File: src/rtl/axis_byte_packer_pkg.sv
// ============================================================================
// axis_byte_packer_pkg : shared constants and helpers for the AXIS byte packer
// Optional feature macro: AXIS_PACKER_TLAST_EN (consumed by axis_byte_packer)
// Revision: 1.0
// ============================================================================
`default_nettype none

package axis_byte_packer_pkg;

  localparam int BYTE_W = 8;

  // Minimum bit width able to index 0..value-1; never less than 1.
  function automatic int clog2_f(input int value);
    int w;
    w = 1;
    for (int i = 1; i < 31; i++) begin
      if ((1 << i) < value) w = i + 1;
    end
    return w;
  endfunction

endpackage

`default_nettype wire

File: src/rtl/axis_byte_packer.sv
// ============================================================================
// axis_byte_packer : packs RATIO narrow AXIS beats into one wide beat, first
// beat in the least-significant lane. Macro AXIS_PACKER_TLAST_EN adds
// tlast/tkeep support with partial-word flush.
// Revision: 1.0
// ============================================================================
`default_nettype none

module axis_byte_packer
  import axis_byte_packer_pkg::*;
#(
  parameter int BUS_WIDTH = 1,
  parameter int RATIO     = 4
) (
  input  logic                               aclk,
  input  logic                               arstn,
  input  logic [BUS_WIDTH*BYTE_W-1:0]        s_axis_tdata,
  input  logic                               s_axis_tvalid,
  output logic                               s_axis_tready,
  output logic [BUS_WIDTH*RATIO*BYTE_W-1:0]  m_axis_tdata,
  output logic                               m_axis_tvalid,
  input  logic                               m_axis_tready
`ifdef AXIS_PACKER_TLAST_EN
  ,
  input  logic                               s_axis_tlast,
  output logic [BUS_WIDTH*RATIO-1:0]         m_axis_tkeep,
  output logic                               m_axis_tlast
`endif
);

  localparam int LANE_W     = BUS_WIDTH * BYTE_W;
  localparam int OUT_WIDTH  = LANE_W * RATIO;
  localparam int KEEP_WIDTH = BUS_WIDTH * RATIO;
  localparam int CNT_WIDTH  = clog2_f(RATIO);
  localparam logic [CNT_WIDTH-1:0] CNT_MAX = CNT_WIDTH'(RATIO - 1);

  logic                 rst_done;
  logic [CNT_WIDTH-1:0] cnt;
  logic [OUT_WIDTH-1:0] acc;
  logic [OUT_WIDTH-1:0] acc_next;
  logic [OUT_WIDTH-1:0] out_data;
  logic                 out_valid;
  logic                 accept;
  logic                 word_done;

  // Output register can drain and reload in the same cycle.
  assign s_axis_tready = rst_done & (~out_valid | m_axis_tready);
  assign accept        = s_axis_tvalid & s_axis_tready;
  assign m_axis_tdata  = out_data;
  assign m_axis_tvalid = out_valid;

`ifdef AXIS_PACKER_TLAST_EN
  logic [KEEP_WIDTH-1:0] keep_next;
  logic [KEEP_WIDTH-1:0] out_keep;
  logic                  out_last;

  assign word_done    = accept & ((cnt == CNT_MAX) | s_axis_tlast);
  assign m_axis_tkeep = out_keep;
  assign m_axis_tlast = out_last;

  always_comb begin
    keep_next = '0;
    for (int k = 0; k < RATIO; k++) begin
      if (CNT_WIDTH'(k) <= cnt) keep_next[k*BUS_WIDTH +: BUS_WIDTH] = '1;
    end
  end

  always_ff @(posedge aclk or negedge arstn) begin
    if (!arstn) begin
      out_keep <= '0;
      out_last <= 1'b0;
    end else if (word_done) begin
      out_keep <= keep_next;
      out_last <= s_axis_tlast;
    end
  end
`else
  assign word_done = accept & (cnt == CNT_MAX);
`endif

  // Merge the incoming beat into its lane; stale upper lanes are kept.
  always_comb begin
    acc_next = acc;
    for (int k = 0; k < RATIO; k++) begin
      if (cnt == CNT_WIDTH'(k)) acc_next[k*LANE_W +: LANE_W] = s_axis_tdata;
    end
  end

  always_ff @(posedge aclk or negedge arstn) begin
    if (!arstn) begin
      rst_done  <= 1'b0;
      cnt       <= '0;
      acc       <= '0;
      out_data  <= '0;
      out_valid <= 1'b0;
    end else begin
      rst_done <= 1'b1;
      if (accept) begin
        acc <= acc_next;
        cnt <= word_done ? '0 : cnt + CNT_WIDTH'(1);
      end
      if (word_done) begin
        out_data  <= acc_next;
        out_valid <= 1'b1;
      end else if (out_valid && m_axis_tready) begin
        out_valid <= 1'b0;
      end
    end
  end

endmodule

`default_nettype wire

File: config.mk
export PLATFORM = sky130hd
export DESIGN_NAME = axis_byte_packer
export DESIGN_NICKNAME = d
export VERILOG_FILES = /design/src/rtl/axis_byte_packer_pkg.sv /design/src/rtl/axis_byte_packer.sv
export SDC_FILE = /design/constraint.sdc
export NUM_CORES = 1
export LEC_CHECK = 0
export BUFFER_PORTS_ARGS = -buffer_cell sky130_fd_sc_hd__buf_4
export CORE_UTILIZATION = 45
export DETAILED_ROUTE_END_ITERATION = 10
export PLACE_DENSITY_LB_ADDON = 0.12
export SLEW_MARGIN = 20
export SYNTH_ARGS = -nofsm -noshare
export SYNTH_HDL_FRONTEND = slang
export SYNTH_SLANG_ARGS = --single-unit
export TNS_END_PERCENT = 30
File: constraint.sdc
create_clock -name aclk -period 1.9 [get_ports aclk]
set_input_delay 0.19 -clock aclk [delete_from_list [all_inputs] [get_ports aclk]]
set_output_delay 0.19 -clock aclk [all_outputs]
set_load 0.02 [all_outputs]
==> results.md <==
* Status: completed
* Clock Sinks at 60
* Via Count at ~1500
* PwrDens at 1791 nW/um^2
* Crit path largest cell delay at 0.43 ns
* FF-to-FF End: m_axis_tdata[21]
* Hold WC Path Type: in -> reg
* Yosys top cell area share at 54.25%
* First-pass GRT wire length at approximately 8.5 mm
* Hold_sp: s_axis_tdata[4]
* H-tree depth reported by CTS at 3
* Die area at about 6500 um^2
* Largest net degree at the start of global routing at 61
* Post-synthesis mux area share at 37.57%
* Critical Path Start Type: flip-flop
* Worst setup margin at 0.1220 ns
* Max-Cap Viols at 0
* Worst-path cell chain: inv_1, ha_1, buf_4, mux2_2, mux2_4
* Synth Area in XOR/XNOR at 0%
* Die Wd at 80.43 um
* Area leader, netlist: dfrtp_1
* Final ANT Viol Nets at 0
* Site Rows at 28
* Crit. Startpoint: cnt[0]
* Final GP Congestion at approximately 0.70
* CTS tree: built
* DRC viols at 0
* Hold path depth at 2
* I/O Pins at 46
* Clock buffer depth at 2
* Leak at roughly 1.7 nW
* Overall Global Routing Usage at approximately 18%
* Post-route cell area at between 3000 and 4000 um^2
* Buffers and inverters on the worst path at 2
* Vias/cell at 5.043
* Setup TNS at 0 ns
* Area Overhead vs Synth at 21.61%
* Delay-heaviest family, CP: multiplexers
* Tcrit/Tclk final at 93.58%
* Area contributors post-synth: dfrtp_1 (54%), mux2_2 (21%), mux2_4 (17%)
* Hold Vio Cnt, Final at 0
* FF-to-FF setup slack at around 0.12 ns
* Fin util at 56.85%
* Min Clock Period, post-route at 1.778 ns
* Arrival @ worst endpoint at 2.00 ns
* Max rail drop VDD at between 0.7 and 0.8 mV
* RSZ-0062 raised after global routing: no
* Nets at 236
* Synthesized area per cell at about 16 um^2
* Core area at roughly 5900 um^2
* Post-synthesis compound-gate area fraction at 0%
* Final wirelength at approximately 5.3 mm
* Post-synthesis cell type count at 16
* Least-Margin Pin Slew at 0.7453 ns
* Most common cell after layout, fill and taps aside: dfrtp_1
* Worst R2R Path Depth at 5
* Die H at roughly 80 um
* Detail Placement HPWL at approximately 3.5 mm
* Netlist Area Pre-Place at around 2800 um^2
* Worst Clk Skew at 0.007619 ns
* FF-to-FF Start: cnt[0]
* Max-Slew Margin vs Limit at between 50 and 60%
* Post-Syn Instances at roughly 170
* Ant diodes at 0
* Avg WL per Cell at approximately 18 um
* Drt first pass iters at 2
* Synth Area in Simple Gates at roughly 3.0%
* Largest family of logic cells by synthesized area: multiplexers
* Slew Limit Fails at 0
* DRT iter0 DRCs at 64
* I/O Buffers at 45
* Resize count post-CTS at 0
* Initial core utilization at roughly 47%
* Final setup viols at 0
* Initial antenna violation count at 0
* CP endpoint kind: flip-flop
* Ys Warns at 0
* Sequential share of the synthesized area at 54.25%
* DP Area at between 3000 and 4000 um^2
* Worst endpoint required time at ~2.1 ns
* Critical path type: reg -> reg
* Count of state elements after synthesis at 60
* Total gr overflow at 0
* Most frequent cells in the layout: dfrtp_1 (60), mux2_2 (51), buf_4 (49)
* Layout cells sized above 1 at between 60% and 70%
* Vias in the first global route at approximately 1600
* Max Clock Freq at between 500 and 600 MHz
* Syn nets at around 180
* CP Max Fanout at 6
* Num CTS Buffers at 9
* Hold endpoint: acc[12]
* CTS root buffer: clkbuf_8
* CP max stage cell: dfrtp_1
* Clock slew at reported path FFs at about 0.07 ns
* Adder-cell area share of the yosys netlist at approximately 1.8%
* Pre-CTS setup slack at about 0.13 ns
* Clk Latency, worst-skew pair at approximately 0.33 ns
-- cell type report --
class | count | area, um^2
clock buffer | 11 | 151.4
clock inverter | 5 | 36.28
fill | 499 | 2555
inverter | 2 | 7.507
multi-input combinational | 96 | 1177
sequential | 60 | 1501
tap | 75 | 93.84
timing repair buffer | 51 | 397.9
-- how the worst max path moves through the flow --
stage	cells after the start	to
floorplan	5	m_axis_tdata[22]
global placement	5	m_axis_tdata[18]
detailed placement	5	m_axis_tdata[21]
CTS	5	m_axis_tdata[21]
global route	5	m_axis_tdata[23]
finish	5	m_axis_tdata[21]
-- report_power, final --
| group | internal [mW] | switching [mW] |
|---|---|---|
| sequential | 1.90 | 0.354 |
| clock | 0.544 | 0.509 |
| combinational | 1.58 | 1.15 |
-- synthesized netlist by cell type, drive strengths merged --
master  number
nand3        1
clkbuf       1
nand2b       1
inv          2
ha           4
mux2        82
conb         1
buf          9
nor2         1
nand2        1
nand4        4
and2         1
dfrtp       60
-- registers in the layout, summed over array words and instances (netlist names) --
signal and cells:
m_axis_tdata 32, acc 24, cnt 2, m_axis_tvalid 1, rst_done 1
-- layer usage --
metal | vias up | wire (um) | track usage (%)
met5 | - | 0 | 0
met4 | 0 | 70 | 9.643
met3 | 7 | 151 | 3.864
met2 | 27 | 2564 | 28.98
met1 | 783 | 2521 | 23.88
li1 | 696 | - | -
-- metrics by stage --
stage | hold slack (ns) | std cells | total power [mW]
final | 0.1443 | 300 | 6.027
after global routing | 0.1354 | 300 | 6.379
after CTS | 0.1279 | 300 | 6.107
after detailed placement | 0.3083 | 283 | 5.026
after global placement | 0.2901 | 283 | 4.902
after floorplan | -0.1056 | 168 | 4.079
-- worst register-to-register path: cells and delay by family (launching register included) --
family / cells / cell delay [ns]
flops: 1 / 0.43
fa+ha+maj: 1 / 0.28
mux: 2 / 0.62
buf+inv: 2 / 0.34
-- cell families after synthesis --
kind of cell | count (synthesis)
multiplexers | 82
flip-flops | 60
buffers and inverters | 12
AND/OR/NAND/NOR | 9
adder cells (fa/ha/maj) | 4
other | 1
-- repair_timing --
action / 4_1_cts / 5_1_grt
endpoints found under the hold margin: 60 / 0
hold buffers: 1 / 0
buffers inserted: 0 / 0
(Power assumes the default switching activity.)
